--- config.mk ---
export PLATFORM = sky130hd
export DESIGN_NAME = ovl_fire_collector_flat
export DESIGN_NICKNAME = d
export VERILOG_FILES = /design/src/rtl/ovl_fire_collector_pkg.sv /design/src/rtl/ovl_fire_collector_if.sv /design/src/rtl/ovl_fire_collector_fifo.sv /design/src/rtl/ovl_fire_collector.sv /design/src/flat_wrapper.sv
export SDC_FILE = /design/constraint.sdc
export NUM_CORES = 1
export LEC_CHECK = 0
export CAP_MARGIN = 20
export CELL_PAD_IN_SITES_DETAIL_PLACEMENT = 1
export CELL_PAD_IN_SITES_GLOBAL_PLACEMENT = 1
export CORE_UTILIZATION = 38
export DETAILED_ROUTE_END_ITERATION = 10
export PLACE_DENSITY_LB_ADDON = 0.1
export RECOVER_POWER = 100
export SKIP_CTS_REPAIR_TIMING = 1
export SYNTH_ARGS = -nofsm -noshare
export SYNTH_HDL_FRONTEND = slang
export SYNTH_SLANG_ARGS = --single-unit
export TNS_END_PERCENT = 1
--- constraint.sdc ---
create_clock -name clk -period 4.2 [get_ports clk]
set_input_delay 0.63 -clock clk [delete_from_list [all_inputs] [get_ports clk]]
set_output_delay 0.63 -clock clk [all_outputs]
set_load 0.02 [all_outputs]
--- src/rtl/ovl_fire_collector_pkg.sv ---
// Shared types for the OVL fire collector: status encoding, FIFO record layout, index width helper.
// OVL_FIRE_COLLECTOR_TS_EN adds a 32-bit push timestamp to each record.
package ovl_fire_pkg;

   localparam int unsigned IDX_MAX_W = 6;
   localparam int unsigned TS_WIDTH  = 32;

   typedef enum logic [1:0] {
      ST_OK     = 2'd0,
      ST_FAILED = 2'd1,
      ST_HALTED = 2'd2
   } status_e;

   typedef struct packed {
`ifdef OVL_FIRE_COLLECTOR_TS_EN
      logic [TS_WIDTH-1:0]  ts;
`endif
      logic [IDX_MAX_W-1:0] idx;
      logic                 multi;
   } fire_rec_t;

   // Index width kept at least 1 so a single-checker build still has a legal port.
   function automatic int unsigned idx_w(input int unsigned n);
      return (n <= 1) ? 1 : $clog2(n);
   endfunction

endpackage

--- src/rtl/ovl_fire_collector_if.sv ---
// Failure-record stream from the collector to the monitor (valid/ready).
// OVL_FIRE_COLLECTOR_TS_EN adds the per-record timestamp field.
interface ovl_fire_collector_if #(
   parameter int unsigned IDX_W = 3
);
   logic             valid;
   logic             ready;
   logic [IDX_W-1:0] idx;
   logic             multi;
`ifdef OVL_FIRE_COLLECTOR_TS_EN
   logic [31:0]      ts;

   modport master (output valid, idx, multi, ts, input ready);
   modport slave  (input valid, idx, multi, ts, output ready);
`else
   modport master (output valid, idx, multi, input ready);
   modport slave  (input valid, idx, multi, output ready);
`endif
endinterface

--- src/rtl/ovl_fire_collector_fifo.sv ---
// Synchronous valid/ready FIFO for failure records; push while full succeeds only with a same-cycle pop.
module ovl_fire_fifo #(
   parameter int unsigned WIDTH = 8,
   parameter int unsigned DEPTH = 4
) (
   input  logic             clk,
   input  logic             reset,
   input  logic             clear,
   input  logic             push,
   input  logic [WIDTH-1:0] din,
   input  logic             pop,
   output logic [WIDTH-1:0] dout,
   output logic             full,
   output logic             empty
);
   localparam int unsigned AW = (DEPTH <= 2) ? 1 : $clog2(DEPTH);
   localparam int unsigned CW = AW + 1;

   logic [WIDTH-1:0] mem [DEPTH];
   logic [AW-1:0]    wr_ptr;
   logic [AW-1:0]    rd_ptr;
   logic [CW-1:0]    cnt;
   logic             push_ok;
   logic             pop_ok;

   assign full    = (cnt == CW'(DEPTH));
   assign empty   = (cnt == '0);
   assign pop_ok  = pop & ~empty;
   assign push_ok = push & (~full | pop_ok);
   assign dout    = mem[rd_ptr];

   always_ff @(posedge clk) begin
      if (push_ok) mem[wr_ptr] <= din;
   end

   // Power-of-two depth: pointers wrap naturally.
   always_ff @(posedge clk) begin
      if (reset || clear) begin
         wr_ptr <= '0;
         rd_ptr <= '0;
         cnt    <= '0;
      end else begin
         if (push_ok) wr_ptr <= wr_ptr + AW'(1);
         if (pop_ok)  rd_ptr <= rd_ptr + AW'(1);
         cnt <= cnt + CW'(push_ok) - CW'(pop_ok);
      end
   end

endmodule

--- src/rtl/ovl_fire_collector.sv ---
// Collects OVL checker fire bits: saturating violation count, first-failure latch, record FIFO, halt FSM.
// OVL_FIRE_COLLECTOR_TS_EN adds a free-running cycle counter stamped into each record (rec.ts).
module ovl_fire_collector
   import ovl_fire_pkg::*;
#(
   parameter int unsigned NUM_CHECKERS = 8,
   parameter int unsigned FIFO_DEPTH   = 4,
   parameter int unsigned CNT_WIDTH    = 16,
   parameter int unsigned MAX_FIRES    = 16
) (
   input  logic                                clk,
   input  logic                                reset,
   input  logic                                enable,
   input  logic                                clear,
   input  logic [NUM_CHECKERS-1:0]             fire,
   ovl_fire_collector_if.master                rec,
   output logic [CNT_WIDTH-1:0]                viol_count,
   output logic [idx_w(NUM_CHECKERS)-1:0]      first_idx,
   output status_e                             status,
   output logic                                overflow
);
   localparam int unsigned IDX_W = idx_w(NUM_CHECKERS);
   localparam int unsigned PC_W  = $clog2(NUM_CHECKERS + 1);
   localparam int unsigned SUM_W = ((CNT_WIDTH > PC_W) ? CNT_WIDTH : PC_W) + 1;
   localparam int unsigned REC_W = $bits(fire_rec_t);

   status_e                state_q, state_d;
   logic [CNT_WIDTH-1:0]   count_q;
   logic [IDX_W-1:0]       first_q;
   logic                   ovf_q;
   logic [NUM_CHECKERS-1:0] fire_s;
   logic [PC_W-1:0]        pc;
   logic [IDX_W-1:0]       lo_idx;
   logic [SUM_W-1:0]       sum;
   logic [CNT_WIDTH-1:0]   cnt_sat;
   logic                   fire_any, fire_cycle, halt_hit, pop, full, empty;
   fire_rec_t              rec_in, rec_head;
   logic                   unused_ok;

   // Unknown bits count as fires, so X/Z never propagates into the counter.
   always_comb begin
      fire_s = '0;
      for (int i = 0; i < int'(NUM_CHECKERS); i++)
         fire_s[i] = (fire[i] === 1'b0) ? 1'b0 : 1'b1;
   end

   always_comb begin
      pc     = '0;
      lo_idx = '0;
      for (int i = int'(NUM_CHECKERS) - 1; i >= 0; i--) begin
         pc = pc + PC_W'(fire_s[i]);
         if (fire_s[i]) lo_idx = IDX_W'(i);
      end
   end

   assign fire_any   = |fire_s;
   assign fire_cycle = enable & fire_any & (state_q != ST_HALTED) & ~clear;
   assign sum        = SUM_W'(count_q) + SUM_W'(pc);
   assign cnt_sat    = (sum > SUM_W'({CNT_WIDTH{1'b1}})) ? {CNT_WIDTH{1'b1}} : CNT_WIDTH'(sum);
   assign halt_hit   = (MAX_FIRES != 0) && (64'(cnt_sat) >= 64'(MAX_FIRES));
   assign pop        = rec.valid & rec.ready;

   always_comb begin
      state_d = state_q;
      if (fire_cycle) begin
         case (state_q)
            ST_OK:     state_d = halt_hit ? ST_HALTED : ST_FAILED;
            ST_FAILED: if (halt_hit) state_d = ST_HALTED;
            default:   state_d = state_q;
         endcase
      end
   end

   always_ff @(posedge clk) begin
      if (reset || clear) state_q <= ST_OK;
      else                state_q <= state_d;
   end

   always_ff @(posedge clk) begin
      if (reset || clear) begin
         count_q <= '0;
         first_q <= '0;
         ovf_q   <= 1'b0;
      end else if (fire_cycle) begin
         count_q <= cnt_sat;
         if (state_q == ST_OK) first_q <= lo_idx;
         if (full && !pop)     ovf_q   <= 1'b1;
      end
   end

`ifdef OVL_FIRE_COLLECTOR_TS_EN
   logic [TS_WIDTH-1:0] ts_q;

   always_ff @(posedge clk) begin
      if (reset || clear) ts_q <= '0;
      else                ts_q <= ts_q + TS_WIDTH'(1);
   end

   always_comb begin
      rec_in       = '0;
      rec_in.idx   = IDX_MAX_W'(lo_idx);
      rec_in.multi = (pc > PC_W'(1));
      rec_in.ts    = ts_q;
   end
   assign rec.ts = rec_head.ts;
`else
   always_comb begin
      rec_in       = '0;
      rec_in.idx   = IDX_MAX_W'(lo_idx);
      rec_in.multi = (pc > PC_W'(1));
   end
`endif

   ovl_fire_fifo #(
      .WIDTH (REC_W),
      .DEPTH (FIFO_DEPTH)
   ) u_fifo (
      .clk   (clk),
      .reset (reset),
      .clear (clear),
      .push  (fire_cycle),
      .din   (rec_in),
      .pop   (pop),
      .dout  (rec_head),
      .full  (full),
      .empty (empty)
   );

   assign rec.valid  = ~empty;
   assign rec.idx    = IDX_W'(rec_head.idx);
   assign rec.multi  = rec_head.multi;
   assign unused_ok  = &{1'b0, rec_head};

   assign viol_count = count_q;
   assign first_idx  = first_q;
   assign status     = state_q;
   assign overflow   = ovf_q;

endmodule

--- src/flat_wrapper.sv ---
// flat-port wrapper written by rule: the top's interface ports become plain ports
module ovl_fire_collector_flat import ovl_fire_pkg::*;
#(
   parameter int unsigned NUM_CHECKERS = 8,
   parameter int unsigned FIFO_DEPTH   = 4,
   parameter int unsigned CNT_WIDTH    = 16,
   parameter int unsigned MAX_FIRES    = 16
)
  (clk, reset, enable, clear, fire, viol_count, first_idx, status, overflow, rec_valid, rec_idx, rec_multi, rec_ready);
  ovl_fire_collector_if #(.IDX_W(3)) rec_i ();
  input  logic clk;
  input  logic reset;
  input  logic enable;
  input  logic clear;
  input  logic [NUM_CHECKERS-1:0] fire;
  output logic [CNT_WIDTH-1:0] viol_count;
  output logic [idx_w(NUM_CHECKERS)-1:0] first_idx;
  output status_e status;
  output logic overflow;
  output wire logic [$bits(rec_i.valid)-1:0] rec_valid;
  output wire logic [$bits(rec_i.idx)-1:0] rec_idx;
  output wire logic [$bits(rec_i.multi)-1:0] rec_multi;
  input wire logic [$bits(rec_i.ready)-1:0] rec_ready;
  assign rec_valid = rec_i.valid;
  assign rec_idx = rec_i.idx;
  assign rec_multi = rec_i.multi;
  assign rec_i.ready = rec_ready;
  ovl_fire_collector #(.NUM_CHECKERS(NUM_CHECKERS), .FIFO_DEPTH(FIFO_DEPTH), .CNT_WIDTH(CNT_WIDTH), .MAX_FIRES(MAX_FIRES)) u_core (.clk(clk), .reset(reset), .enable(enable), .clear(clear), .fire(fire), .rec(rec_i), .viol_count(viol_count), .first_idx(first_idx), .status(status), .overflow(overflow));
endmodule
==> results of run 1 <==
[how the worst max path moves through the flow]
stage / from / to / slack, ns / cells after the start
floorplan: fire[6] / u_core.status[0] / -0.27 / 16
global placement: fire[6] / u_core.status[0] / -0.90 / 16
detailed placement: fire[6] / u_core.status[0] / -0.98 / 16
CTS: fire[6] / u_core.status[0] / -0.65 / 16
global route: fire[7] / u_core.status[0] / -0.32 / 16
finish: fire[6] / u_core.status[0] / -0.21 / 16
[Yosys cell counts (all sizes together) (2+ instances only)]
| cell type | number | area, um^2 |
|---|---|---|
| a211oi | 5 | 55.05 |
| a21oi | 17 | 88.84 |
| a311oi | 5 | 50.04 |
| a31oi | 4 | 25.02 |
| a41o | 2 | 21.27 |
| and2 | 8 | 50.05 |
| and3 | 4 | 26.28 |
| and4 | 2 | 20.02 |
| buf | 4 | 26.27 |
| clkbuf | 7 | 27.52 |
| dfxtp | 31 | 620.6 |
| edfxtp | 16 | 480.5 |
| fa | 6 | 120.1 |
| ha | 17 | 212.7 |
| inv | 24 | 90.09 |
| mux2i | 6 | 60.06 |
| mux4 | 4 | 90.09 |
| nand2 | 8 | 30.03 |
| nand2b | 3 | 18.77 |
| nand3 | 6 | 42.54 |
| nand4 | 3 | 18.77 |
| nor2 | 28 | 112.6 |
| nor3 | 4 | 20.02 |
| nor4 | 2 | 18.77 |
| o211ai | 2 | 33.78 |
| o21ai | 11 | 55.05 |
| or3 | 3 | 20.02 |
| xnor2 | 8 | 70.07 |
| xor2 | 4 | 35.03 |
[power groups by stage]
stage | Clock [mW] | Sequential (mW) | Combinational, mW
6_report | 0.358 | 0.490 | 0.247
3_3_place_gp | 0 | 0.499 | 0.186
3_5_place_dp | 0 | 0.500 | 0.192
5_1_grt | 0.384 | 0.492 | 0.271
4_1_cts | 0.364 | 0.489 | 0.193
2_1_floorplan | 0 | 0.501 | 0.120
[cell families after synthesis]
kind of cell,synth area share
AND/OR/NAND/NOR,0.1611
multiplexers,0.05571
flip-flops,0.4085
AO/OA/AOI/OAI,0.1588
XOR/XNOR,0.03900
adder cells (fa/ha/maj),0.1235
buffers and inverters,0.05339
[cell type report]
cell class / instances / area share
Multi-Input combinational cell: 180 / 0.4412
Tap cell: 96 / 0.03218
Clock inverter: 3 / 0.01274
Inverter: 24 / 0.02548
Sequential cell: 47 / 0.2950
Clock buffer: 5 / 0.01844
Timing Repair Buffer: 71 / 0.1750
[stage by stage]
step / instances / power (mW)
floorplan: 262 / 0.6213
global placement: 411 / 0.6857
detailed placement: 411 / 0.6912
CTS: 419 / 1.046
global route: 426 / 1.147
finish: 426 / 1.095
[state kept, by name, indices dropped and copies added (netlist names), named ones only]
register and cells:
u_core.first_idx 3, u_core.u_fifo.mem 16, u_core.viol_count 16, u_core.u_fifo.rd_ptr 2, u_core.u_fifo.wr_ptr 2, u_core.u_fifo.cnt 3, u_core.status 2, u_core.overflow 1
[per-layer routing]
| metal | vias to the layer above | wire, um | global-route usage |
|---|---|---|---|
| met5 | - | 0 | 0 |
| met4 | 0 | 116 | 0.07273 |
| met3 | 9 | 130 | 0.02857 |
| met2 | 28 | 3399 | 0.3139 |
| met1 | 1075 | 3352 | 0.2561 |
| li1 | 1068 | - | - |
[worst max-delay path, stage by stage]
cell                      delay (ns)
sky130_fd_sc_hd__buf_8          0.08
sky130_fd_sc_hd__inv_6          0.03
sky130_fd_sc_hd__ha_4           0.25
sky130_fd_sc_hd__inv_2          0.03
sky130_fd_sc_hd__fa_1           0.52
sky130_fd_sc_hd__fa_1           0.45
sky130_fd_sc_hd__fa_2           0.40
sky130_fd_sc_hd__fa_2           0.44
sky130_fd_sc_hd__xnor2_4        0.25
sky130_fd_sc_hd__ha_4           0.26
sky130_fd_sc_hd__a32oi_4        0.34
sky130_fd_sc_hd__a21oi_4        0.12
sky130_fd_sc_hd__and3_4         0.23
sky130_fd_sc_hd__xor2_4         0.16
sky130_fd_sc_hd__nor4_4         0.28
sky130_fd_sc_hd__a41o_1         0.21
==> results.tsv, run 1 <==
stage	metric	value	unit
logic_synthesis	fraction of the yosys area taken by sequential cells	0.4085	
clocking	later-pin clock latency in the skew report	0.32	ns
worst_setup_path	FF-to-FF setup slack	1.55	ns
final_layout	final core occ	0.5463	
final_layout	Post-Layout Inst Area	3732	um^2
placement	quantity of I/O buffers inserted on ports	39	
power	design internal power	0.7838	mW
status	violated checks	negative setup slack	
clocking	clock transition at the registers of the reported paths	0.10	ns
final_layout	fraction of final layout cells sized beyond drive strength 1	0.2667	
placement	cell area after placement	3364	um^2
worst_setup_path	Arr. time, crit path	4.67	ns
power	total power divided by cell area	293.4	nW/um^2
final_layout	most common library cell in the layout ignoring fill and taps	sky130_fd_sc_hd__dfxtp_1	
clocking	TritonCTS clock tree	built	
clocking	Clock Root Buffer	sky130_fd_sc_hd__clkbuf_8	
final_layout	total area of sequential cells	1101	um^2
min_path	start point of the worst hold path	u_core.overflow	
timing	max-slew violation count	0	
clocking	total number of H-tree levels	2	
timing	post-layout min period	4.408	ns
floorplan	die height	86.22	um
logic_synthesis	synth unique cells	62	
placement	half-perimeter wire length of the detailed placement result	5001	um
worst_setup_path	required time of the critical path	4.46	ns
power	Switching Share	0.2842	
clocking	maximum buffer depth of the clock tree	2	
timing	normalized max-slew margin	0.01936	
worst_setup_path	kind of end point of the critical path	register	
global_route	global-route wire length before repair	10910	um
power	Leakage Power	1.422	nW
power	sequential share of power	0.448	
floorplan	number of core rows	30	
final_layout	Final nets	365	
global_route	Total Routing Usage GR	0.1914	
timing	slew at the pin closest to its max-slew limit	1.471	ns
flow_run	count of max-cap constraint violations	0	
logic_synthesis	number of synthesized register bits	47	
detailed_routing	vias per std cell	5.117	
detailed_routing	drt pass-1 iters	4	
timing	Setup-failing EPs final	6	
timing	minimum hold slack	0.5011	ns
min_path	instance count along the most critical hold path	2	
floorplan	die extent in x	86.22	um
timing	post-route clock skew	0.01366	ns
timing	Final WS setup	-0.2084	ns
worst_setup_path	start-to-end type of the worst setup path	in2reg	
final_layout	layout filler cell count	750	
clocking	number of sinks on the clock net	47	
logic_synthesis	Gate Count Post-Synth	262	
logic_synthesis	netlist area before placement	2695	um^2
final_layout	Antenna diodes	0	
logic_synthesis	flip-flop cell with the highest count after synthesis	sky130_fd_sc_hd__dfxtp_1	
timing	part of the cycle the worst path needs	1.050	
worst_setup_path	Max Fanout on Critical Path	4	
detailed_routing	number of design-rule violations left by the first detailed-router iteration	48	
logic_synthesis	fraction of registers with async set or reset after synthesis	0	
detailed_routing	antenna violation net count after detailed routing	0	
clocking	clock buffer count from CTS	5	
status	result of the run	finished with violations	
floorplan	Die Area	7433	um^2
timing	unrepaired setup endpoints after global routing	yes	
global_route	vias in the first global route	2208	
logic_synthesis	net count of the mapped netlist	298	
timing	FMAX	0.2268	GHz
floorplan	initial core utilization	0.3945	
global_route	largest net degree at the start of global routing	22	
min_path	path category of the worst min-delay check	reg2reg	
min_path	end point of the worst hold path	u_core.overflow	
detailed_routing	drt wl/cell	16.43	um
final_layout	commonest non-fill, non-tap cells in the layout	31 x sky130_fd_sc_hd__dfxtp_1, 27 x sky130_fd_sc_hd__nor2_1, 27 x sky130_fd_sc_hd__buf_4	
detailed_routing	total via count in the routed design	2180	
logic_synthesis	number of synthesized flops with an enable pin	16	
final_layout	area taken by multi-input logic gates	1647	um^2
detailed_routing	DRC violations left	0	
power	combinational share of power	0.226	
power	switching power of the nets	0.3112	mW
logic_synthesis	number of warnings issued by yosys	0	
power	VDD IR-drop max	165.2	uV
global_route	initial antenna violation count	0	
detailed_routing	total routed wirelength	6999	um
power	clock network fraction of design power	0.327	
worst_setup_path	Critical R2R Capture	u_core.u_fifo.cnt[2]	
timing	Final Hold Viols	0	
placement	RePlAce Congestion	0.8178	
timing	setup tns final	-0.6724	ns
final_layout	area added between synthesis and finish	38.49	%
floorplan	Core Region	6832	um^2
worst_setup_path	number of cells on the worst reg-to-reg path	12	
worst_setup_path	Crit Reg-Reg Startpoint	u_core.status[0]	
logic_synthesis	per-instance average area after synthesis	10.29	um^2
placement	pre-CTS setup slack	-0.9784	ns
worst_setup_path	kind of start point of the critical path	input port	
global_route	global route total overflow	0	
floorplan	top-level port count	40	
Power figures use the tool's default switching activity.
==> run 2, diff against run 1 <==
--- a/config.mk
+++ b/config.mk
@@ -11,8 +11,6 @@
 export CORE_UTILIZATION = 38
 export DETAILED_ROUTE_END_ITERATION = 10
 export PLACE_DENSITY_LB_ADDON = 0.1
-export RECOVER_POWER = 100
-export SKIP_CTS_REPAIR_TIMING = 1
 export SYNTH_ARGS = -nofsm -noshare
 export SYNTH_HDL_FRONTEND = slang
 export SYNTH_SLANG_ARGS = --single-unit
==> run 2 against run 1 <==
Effect of this change:
- the run still ends with negative setup slack left
- count of clock-buffer cells in the layout did not move
- fmax rose by 4.1%
- core utilization rose by 0.073 points
- total power rose by 1.1%
- sequential power barely moved
- final cell count rose by 0.70%
- via count rose by 1.7%
- clock power barely moved
- critical path type unchanged
==> results.tsv, run 2 (same netlist as run 1, synthesis figures left out) <==
stage	metric	value	unit	change
timing	post-route clock skew	0.01340	ns	-0.0002619 ns
timing	post-layout min period	4.235	ns	-0.1736 ns
status	result of the run	finished with violations		
worst_setup_path	kind of end point of the critical path	register		
power	switching power of the nets	0.3167	mW	+1.8%
detailed_routing	DRC violations left	0		unchanged
worst_setup_path	Buffers & Inverters on Critical Path	4		+1
detailed_routing	total routed wirelength	7133	um	+1.9%
detailed_routing	total via count in the routed design	2217		+1.7%
timing	Final Hold Viols	0		unchanged
timing	setup tns final	-0.03478	ns	+0.6377 ns
timing	Final WS setup	-0.03478	ns	+0.1736 ns
worst_setup_path	required time of the critical path	4.46	ns	about the same
floorplan	die height	86.22	um	unchanged
floorplan	top-level port count	40		unchanged
detailed_routing	antenna violation net count after detailed routing	0		unchanged
power	design internal power	0.7906	mW	+0.87%
detailed_routing	vias per std cell	5.168		+0.99%
timing	minimum hold slack	0.5062	ns	+0.005136 ns
worst_setup_path	slowest stage cell, crit path	sky130_fd_sc_hd__fa_2		
floorplan	number of core rows	30		unchanged
global_route	global-route wire length before repair	11540	um	+5.8%
floorplan	initial core utilization	0.3945		unchanged
power	Leakage Power	1.365	nW	-4.0%
worst_setup_path	delay of the slowest critical-path stage	0.57	ns	+0.05 ns
power	combinational share of power	0.234		+0.008
timing	normalized max-slew margin	0.4442		+0.4248
timing	slew at the pin closest to its max-slew limit	0.8331	ns	-0.6379 ns
final_layout	Post-Layout Inst Area	3737	um^2	+0.13%
placement	half-perimeter wire length of the detailed placement result	5001	um	unchanged
status	violated checks	negative setup slack		
placement	RePlAce Congestion	0.8178		unchanged
worst_setup_path	cell family with the largest share of critical-path delay	adder cells		
worst_setup_path	start-to-end type of the worst setup path	in2reg		
placement	quantity of I/O buffers inserted on ports	39		unchanged
global_route	initial antenna violation count	0		unchanged
timing	part of the cycle the worst path needs	1.008		-0.04133
floorplan	Core Region	6832	um^2	unchanged
global_route	vias in the first global route	2289		+3.7%
global_route	global route total overflow	0		unchanged
worst_setup_path	Arr. time, crit path	4.50	ns	-0.17 ns
floorplan	Die Area	7433	um^2	unchanged
global_route	Total Routing Usage GR	0.2040		+0.01263
worst_setup_path	kind of start point of the critical path	input port		
min_path	path category of the worst min-delay check	reg2reg		
clocking	Post-CTS Hold Fix Bufs	0		
clocking	TritonCTS clock tree	built		
flow_run	count of max-cap constraint violations	0		unchanged
clocking	clock buffer count from CTS	5		unchanged
final_layout	commonest non-fill, non-tap cells in the layout	35 x sky130_fd_sc_hd__clkdlybuf4s50_1, 32 x sky130_fd_sc_hd__buf_4, 31 x sky130_fd_sc_hd__dfxtp_1		
power	sequential share of power	0.443		-0.005
clocking	later-pin clock latency in the skew report	0.32	ns	about the same
timing	unrepaired setup endpoints after global routing	yes		
placement	cell area after placement	3364	um^2	unchanged
power	Switching Share	0.2860		+0.001801
clocking	clock transition at the registers of the reported paths	0.10	ns	about the same
detailed_routing	drt pass-1 iters	4		unchanged
power	total power divided by cell area	296.3	nW/um^2	+0.99%
power	VDD IR-drop max	168.1	uV	+1.8%
worst_setup_path	Max Fanout on Critical Path	4		unchanged
final_layout	Antenna diodes	0		unchanged
global_route	largest net degree at the start of global routing	22		unchanged
floorplan	die extent in x	86.22	um	unchanged
timing	FMAX	0.2361	GHz	+4.1%
final_layout	most common library cell in the layout ignoring fill and taps	sky130_fd_sc_hd__clkdlybuf4s50_1		
clocking	maximum buffer depth of the clock tree	2		unchanged
final_layout	fraction of final layout cells sized beyond drive strength 1	0.2823		+0.01562
clocking	Clock Root Buffer	sky130_fd_sc_hd__clkbuf_8		
timing	max-slew violation count	0		unchanged
detailed_routing	number of design-rule violations left by the first detailed-router iteration	49		+2.1%
power	clock network fraction of design power	0.324		-0.003
final_layout	Final nets	368		+0.82%
clocking	total number of H-tree levels	2		unchanged
final_layout	area added between synthesis and finish	38.67	%	
detailed_routing	drt wl/cell	16.63	um	+1.2%
worst_setup_path	ordered list of cells on the worst path	buf_8 > inv_4 > ha_4 > inv_2 > fa_1 > fa_1 > fa_2 > fa_2 > inv_2 > ha_4 > a32oi_4 > a21o_1 > o21ai_2 > a22o_1 > nor4_2 > a41o_1		
clocking	number of sinks on the clock net	47		unchanged
timing	Setup-failing EPs final	1		-5
==> run 2: power by group through the flow <==
stage	clock [mW]	combinational, mW	sequential [mW]
after floorplan	0	0.120	0.501
after global placement	0	0.186	0.499
after detailed placement	0	0.192	0.500
after CTS	0.364	0.244	0.490
after global routing	0.383	0.282	0.491
final	0.359	0.259	0.490
==> run 2: metal layers <==
layer  track usage  wire length, um
met5             0                0
met4       0.07273              122
met2        0.3413             3529
met3       0.02857              131
met1        0.2704             3349
==> run 2: stage by stage <==
| step | power [mW] | cells | util | setup slack, ns |
|---|---|---|---|---|
| final | 1.107 | 429 | 0.5471 | -0.03478 |
| after global routing | 1.156 | 429 | 0.5471 | -0.1442 |
| after CTS | 1.098 | 426 | 0.5381 | -0.1787 |
| after detailed placement | 0.6912 | 411 | 0.4925 | -0.9784 |
| after global placement | 0.6857 | 411 | 0.4925 | -0.8966 |
| after floorplan | 0.6213 | 262 | - | -0.2661 |
==> run 2: what timing repair did <==
action                                 in CTS  in global routing
pin swaps                                  20                 10
setup buffers                               7                  3
endpoints found under the hold margin       0                  0
resized for setup                          43                  7
setup endpoints to repair                  18                 17
==> run 2: worst paths after layout <==
check | startpoint | endpoint | slack (ns) | depth (start not counted)
max | fire[6] | u_core.status[0] | -0.03 | 16
min | u_core.overflow | u_core.overflow | 0.51 | 2
max reg2reg | u_core.status[0] | u_core.u_fifo.cnt[2] | 1.58 | 12
min reg2reg | u_core.overflow | u_core.overflow | 0.51 | 2
==> run 2: tightest hold or removal path: stages (launching register included) <==
cell and delay [ns]:
sky130_fd_sc_hd__dfxtp_1 0.36, sky130_fd_sc_hd__a21oi_1 0.05, sky130_fd_sc_hd__nor2_1 0.07
==> run 2: area by class of cell <==
cell class                 instances  area [um^2]
clock buffer                       5        68.82
clock inverter                     3        47.55
fill                             759         3094
inverter                          24        95.09
multi-input combinational        180         1633
sequential                        47         1101
tap                               96        120.1
timing repair buffer              74        671.9
==> variant 1, RTL diff (flow settings as in run 1) <==
Register the output `viol_count` once more; this adds one clock of latency there. The other outputs are not delayed to match.
--- a/src/rtl/ovl_fire_collector.sv
+++ b/src/rtl/ovl_fire_collector.sv
@@ -131,7 +131,9 @@
    assign rec.multi  = rec_head.multi;
    assign unused_ok  = &{1'b0, rec_head};
 
-   assign viol_count = count_q;
+   always_ff @(posedge clk) begin
+      viol_count <= count_q;
+   end
    assign first_idx  = first_q;
    assign status     = state_q;
    assign overflow   = ovf_q;
Behaviour: not the same (a bounded check fails within 4 cycles, from zero or initial values).
==> variant 1 against run 1 <==
- the run still ends with negative setup slack left
- synthesized cell count increased by 8.8%
- power increased by 26%
- sequential cell count increased by 16
- clock power increased by 46%
- worst setup slack got worse by 0.28 ns
- core utilization decreased by 2.4 points
- die area increased by 11%
- cell area increased by 7.6%
- global-route usage about the same
- wire length increased by 3.2%
- register-to-register slack got worse by 0.16 ns
- synthesized area increased by 12%
- worst hold slack got worse by 0.12 ns
==> variant 1: results (changes against run 1) <==
The flow ran to the end, but the final reports show violations. Violations in the final reports: negative setup slack (unchanged). Most common library cells after synthesis: dfxtp_1, nor2_1, inv_1 (unchanged). First-pass GRT wire length: 12300 um (was 10900 um). Signal arrival time at the worst endpoint: 4.93 ns (was 4.67 ns). The origin of the critical flop-to-flop path is u_core.status[1] (was u_core.status[0]).

The setup clock skew after layout came out at 0.00430 ns (was 0.0137 ns). The maximum number of pins on one net before global-route repair is 23 (was 22), and the final setup slack of the worst path is -0.491 ns (was -0.208 ns). The highest net fanout along the worst path works out to 3 (was 4). The area fraction in compound gates after synthesis was 0.123 (was 0.159); the share of the synthesized netlist area taken by xor and xnor gates was 0.0350 (was 0.0390). The delay of the slowest critical-path stage was 0.57 ns (was 0.52 ns); the met2 wirelength from detailed routing was 3560 um (was 3400 um). The met1 routed wirelength after detailed routing came out at 3300 um (was 3350 um). The tools report the count of endpoints failing setup in the final report as 16 (was 6). The number of cells on the worst reg-to-reg path came out at 13 (was 12). The initial DRC count came out at 35 (was 48). The register-to-register setup slack was 1.39 ns (was 1.55 ns). The count of fill cells added during filler insertion was 870 (was 750); the wire length on met3 was 210 um (was 130 um). The logs give -1.57 ns (was -0.978 ns) for the pre-CTS setup slack and 392 (was 365) for the final layout net count.

The post-synthesis adder-cell area fraction is 0.111 (was 0.123), and the actual slew at the worst max-slew pin is 0.788 ns (was 1.47 ns). The global routing usage summed across all routing layers was 0.191 (about the same); the static power due to leakage was 1.62 nW (was 1.42 nW). The ratio of cells with drive above 1 in the final layout is 0.211 (was 0.267). The tools report the destination of the worst hold path as u_core.viol_count[0] (was u_core.overflow). The via density per instance came out at 5.02 (was 5.12). The run gives 0.772 (was 0.818) as the global placement routability congestion. The startpoint of the tightest hold check path was u_core.count_q[0] (was u_core.overflow). The number of global-route vias before repair is 2487 (was 2208). The net count after synthesis came out at 321 (was 298). Top cells by area in the synthesized netlist: dfxtp_1, edfxtp_1, ha_1 (unchanged).

The global routing usage on met2 is 0.316 (was 0.314), and the met1 global-route usage is 0.240 (was 0.256). For the final HPWL from detailed placement, the log shows 5370 um (was 5000 um). Total wirelength of the detailed-routed design: 7230 um (was 7000 um).

The number of cells on the worst hold path is 0 (was 2), and the clock network latency to the later pin of the worst-skew pair is 0.34 ns (was 0.32 ns). The mux cell area share after synthesis was 0.0533 (was 0.0557); the level count of the clock H-tree was 3 (was 2). Slowest library cell on the worst path: fa_2 (was fa_1). The tools report the post-synthesis cell type count as 50 (was 62).
variant 1: power breakdown:
part / total, mW / switching [mW] / internal [mW]
clock: 0.521 / 0.231 / 0.290
sequential: 0.645 / 0.00768 / 0.637
combinational: 0.219 / 0.115 / 0.104
total: 1.38 / 0.353 / 1.03
variant 1: worst max path at each step:
stage	from	end	slack [ns]	depth (start not counted)
final	fire[6]	u_core.status[1]	-0.49	16
after global routing	fire[6]	u_core.status[0]	-0.57	15
after CTS	fire[6]	u_core.status[1]	-1.21	16
after detailed placement	fire[6]	u_core.status[1]	-1.57	16
after global placement	fire[6]	u_core.status[1]	-1.41	15
after floorplan	fire[6]	u_core.status[1]	-0.62	14
variant 1: cell families after synthesis:
kind of cell | after synthesis
adder cells (fa/ha/maj) | 23
multiplexers | 11
flip-flops | 63
AND/OR/NAND/NOR | 90
buffers and inverters | 35
XOR/XNOR | 12
AO/OA/AOI/OAI | 51
variant 1: critical path: cells and delay by family:
kind            cells  cell delay (ns)
simple gates        2             0.67
buf+inv             4             0.23
compound gates      3             0.66
fa+ha+maj           6             2.43
xor+xnor            1             0.29
variant 1: area by class of cell:
class	count	area, um2	share of cell area
Clock buffer	13	149	0.0371
Clock inverter	3	42.5	0.0106
Inverter	23	104	0.0259
Multi-Input combinational cell	187	1530	0.380
Sequential cell	63	1420	0.354
Tap cell	102	128	0.0318
Timing Repair Buffer	72	643	0.160
variant 1: stage by stage:
step	hold slack [ns]	cell area [um2]	setup TNS, ns	std cells
2_1_floorplan	0.329	3050	-5.98	285
3_3_place_gp	0.365	3730	-22.27	442
3_5_place_dp	0.364	3730	-24.40	442
4_1_cts	0.375	3920	-16.97	458
5_1_grt	0.387	4020	-6.10	463
6_report	0.376	4020	-4.05	463
==> variant 2, RTL diff (flow settings as in run 1) <==
Made on the original files. `CNT_WIDTH` is set to 16 in 2 places; all go to 20.
--- a/src/rtl/ovl_fire_collector.sv
+++ b/src/rtl/ovl_fire_collector.sv
@@ -5,7 +5,7 @@
 #(
    parameter int unsigned NUM_CHECKERS = 8,
    parameter int unsigned FIFO_DEPTH   = 4,
-   parameter int unsigned CNT_WIDTH    = 16,
+   parameter int unsigned CNT_WIDTH    = 20,
    parameter int unsigned MAX_FIRES    = 16
 ) (
    input  logic                                clk,
--- a/src/flat_wrapper.sv
+++ b/src/flat_wrapper.sv
@@ -3,7 +3,7 @@
 #(
    parameter int unsigned NUM_CHECKERS = 8,
    parameter int unsigned FIFO_DEPTH   = 4,
-   parameter int unsigned CNT_WIDTH    = 16,
+   parameter int unsigned CNT_WIDTH    = 20,
    parameter int unsigned MAX_FIRES    = 16
 )
   (clk, reset, enable, clear, fire, viol_count, first_idx, status, overflow, rec_valid, rec_idx, rec_multi, rec_ready);
Ports: changed (resized viol_count); port bits go from 40 to 44. The function was not compared with the original's and may differ.
==> variant 2 against run 1 <==
- the flow still finishes with violations (negative setup slack)
- first-iteration DRC count grew 10%
- count of clock-buffer cells in the layout is the same
- via count grew 22%
- sequential share of layout area shrank 0.25 points
- clock power shrank 13%
- synthesized area grew 9.8%
- power shrank 1.3%
- worst setup slack gained 0.061 ns
- combinational power shrank 2%
- wire length grew 22%
- non-clock buffer count grew 13
- cell area grew 8.2%
- sequential cell count grew 4
- register-to-register slack lost 0.08 ns
- critical path type unchanged
==> variant 2: results (changes against run 1) <==
The mean area per synthesized cell came out at 9.40 um2 (was 10.3 um2). For the largest vdd supply drop, the log shows 0.163 mV (was 0.165 mV). Slowest library cell on the worst path: fa_2 (was fa_1). The final HPWL from detailed placement was 6370 um (was 5000 um); the maximum number of pins on one net before global-route repair was 20 (was 22). The destination of the worst hold path was u_core.status[0] (was u_core.overflow). The ratio of cells with drive above 1 in the final layout was 0.223 (was 0.267); the instance count after placement with tap cells included was 482 (was 411).

The tools report the total wirelength of the detailed-routed design as 8550 um (was 7000 um). The static power due to leakage is 1.56 nW (was 1.42 nW). For the sequential area share after synthesis, the log shows 0.399 (was 0.409).

The max-slew headroom at the worst pin was 0.321 (was 0.0194). The final layout net count was 428 (was 365); the number of global-route vias before repair was 2756 (was 2208). Global routing usage summed across all routing layers: 0.208 (was 0.191).

The tools report the first-pass GRT wire length as 13500 um (was 10900 um). The net count after synthesis is 350 (was 298). Violations in the final reports: negative setup slack (unchanged). The number of cells on the worst reg-to-reg path is 13 (was 12). The share of synthesized registers carrying an async set or reset is 0 (unchanged), and the initial DRC count is 53 (was 48). The signal arrival time at the worst endpoint was 4.56 ns (was 4.67 ns); the final setup slack of the worst path was -0.147 ns (was -0.208 ns). The setup TNS came out at -0.249 ns (was -0.672 ns). The run gives 58 (was 62) as the post-synthesis cell type count.

The via density per instance is 5.40 (was 5.12). Top cells by area in the synthesized netlist: dfxtp_1, edfxtp_1, ha_1 (unchanged). The worst hold-check slack is 0.515 ns (was 0.501 ns). For the count of non-filler cells in the finished layout, the log shows 493 (was 426).

The flow ran to the end, but the final reports show violations. The count of input and output buffers works out to 43 (was 39). The tools report the count of endpoints failing setup in the final report as 2 (was 6). The run gives 1.47 ns (was 1.55 ns) as the register-to-register setup slack.

The global placement routability congestion was 0.856 (was 0.818).
[variant 2: cell types whose count changed after synthesis, moves of 3 or more]
cell      before  now
nor4_1         1    4
o211ai_1       0    4
nor3_1         4   13
o21a_1         1    6
a31oi_1        4    8
a311oi_1       4    7
o21ai_0       10   16
nor2_1        27   39
dfxtp_1       31   35
nand2_1        8   15
nand3_1        5   12
[variant 2: cell type report]
class,count,area (um2)
fillers,851,3370
multi-input cells,229,1780
flip-flops and latches,51,1180
repair buffers,84,751
well taps,99,124
inverters,22,100
clock buffers,5,68.8
clock inverters,3,28.8
[variant 2: report_power, final]
| part | leakage [nW] | switching (mW) | internal [mW] | total [mW] |
|---|---|---|---|---|
| combinational | 1.08 | 0.124 | 0.119 | 0.243 |
| clock | 0.0502 | 0.187 | 0.124 | 0.311 |
| sequential | 0.432 | 0.00589 | 0.520 | 0.526 |
| total | 1.56 | 0.318 | 0.763 | 1.08 |
[variant 2: tightest hold or removal path, stage by stage, from the launching register on]
cell and delay, ns:
dfxtp_1 0.35, nand2_1 0.06, o32ai_1 0.07
[variant 2: worst max path at each step]
| stage | from | endpoint | slack, ns |
|---|---|---|---|
| floorplan | fire[6] | u_core.status[1] | -0.37 |
| global placement | fire[6] | u_core.viol_count[5] | -1.28 |
| detailed placement | fire[6] | u_core.status[1] | -1.31 |
| CTS | fire[6] | u_core.viol_count[5] | -1.02 |
| global route | fire[7] | u_core.status[1] | -0.27 |
| finish | fire[7] | u_core.status[1] | -0.15 |
[variant 2: cells by family (layout without fill, tap and decap cells)]
logic type / after synthesis / count (layout) / share of synthesized area
xor+xnor: 11 / 11 / 0.0325
flops: 51 / 51 / 0.399
mux: 12 / 12 / 0.0579
simple gates: 112 / 112 / 0.191
buf+inv: 35 / 114 / 0.0478
compound gates: 72 / 72 / 0.163
fa+ha+maj: 22 / 22 / 0.108
[variant 2: through the flow]
step,utilization,cell area [um2]
after global routing,0.545,4040
after floorplan,-,3020
after global placement,0.513,3800
final,0.545,4040
after detailed placement,0.513,3800
after CTS,0.526,3900
[variant 2: layer usage]
layer,vias to the layer above,share of wire,global-route usage
met5,-,0,0
met4,0,0.0047,0.0269
met3,4,0.018,0.0261
met2,28,0.54,0.394
met1,1334,0.44,0.256
li1,1295,-,-
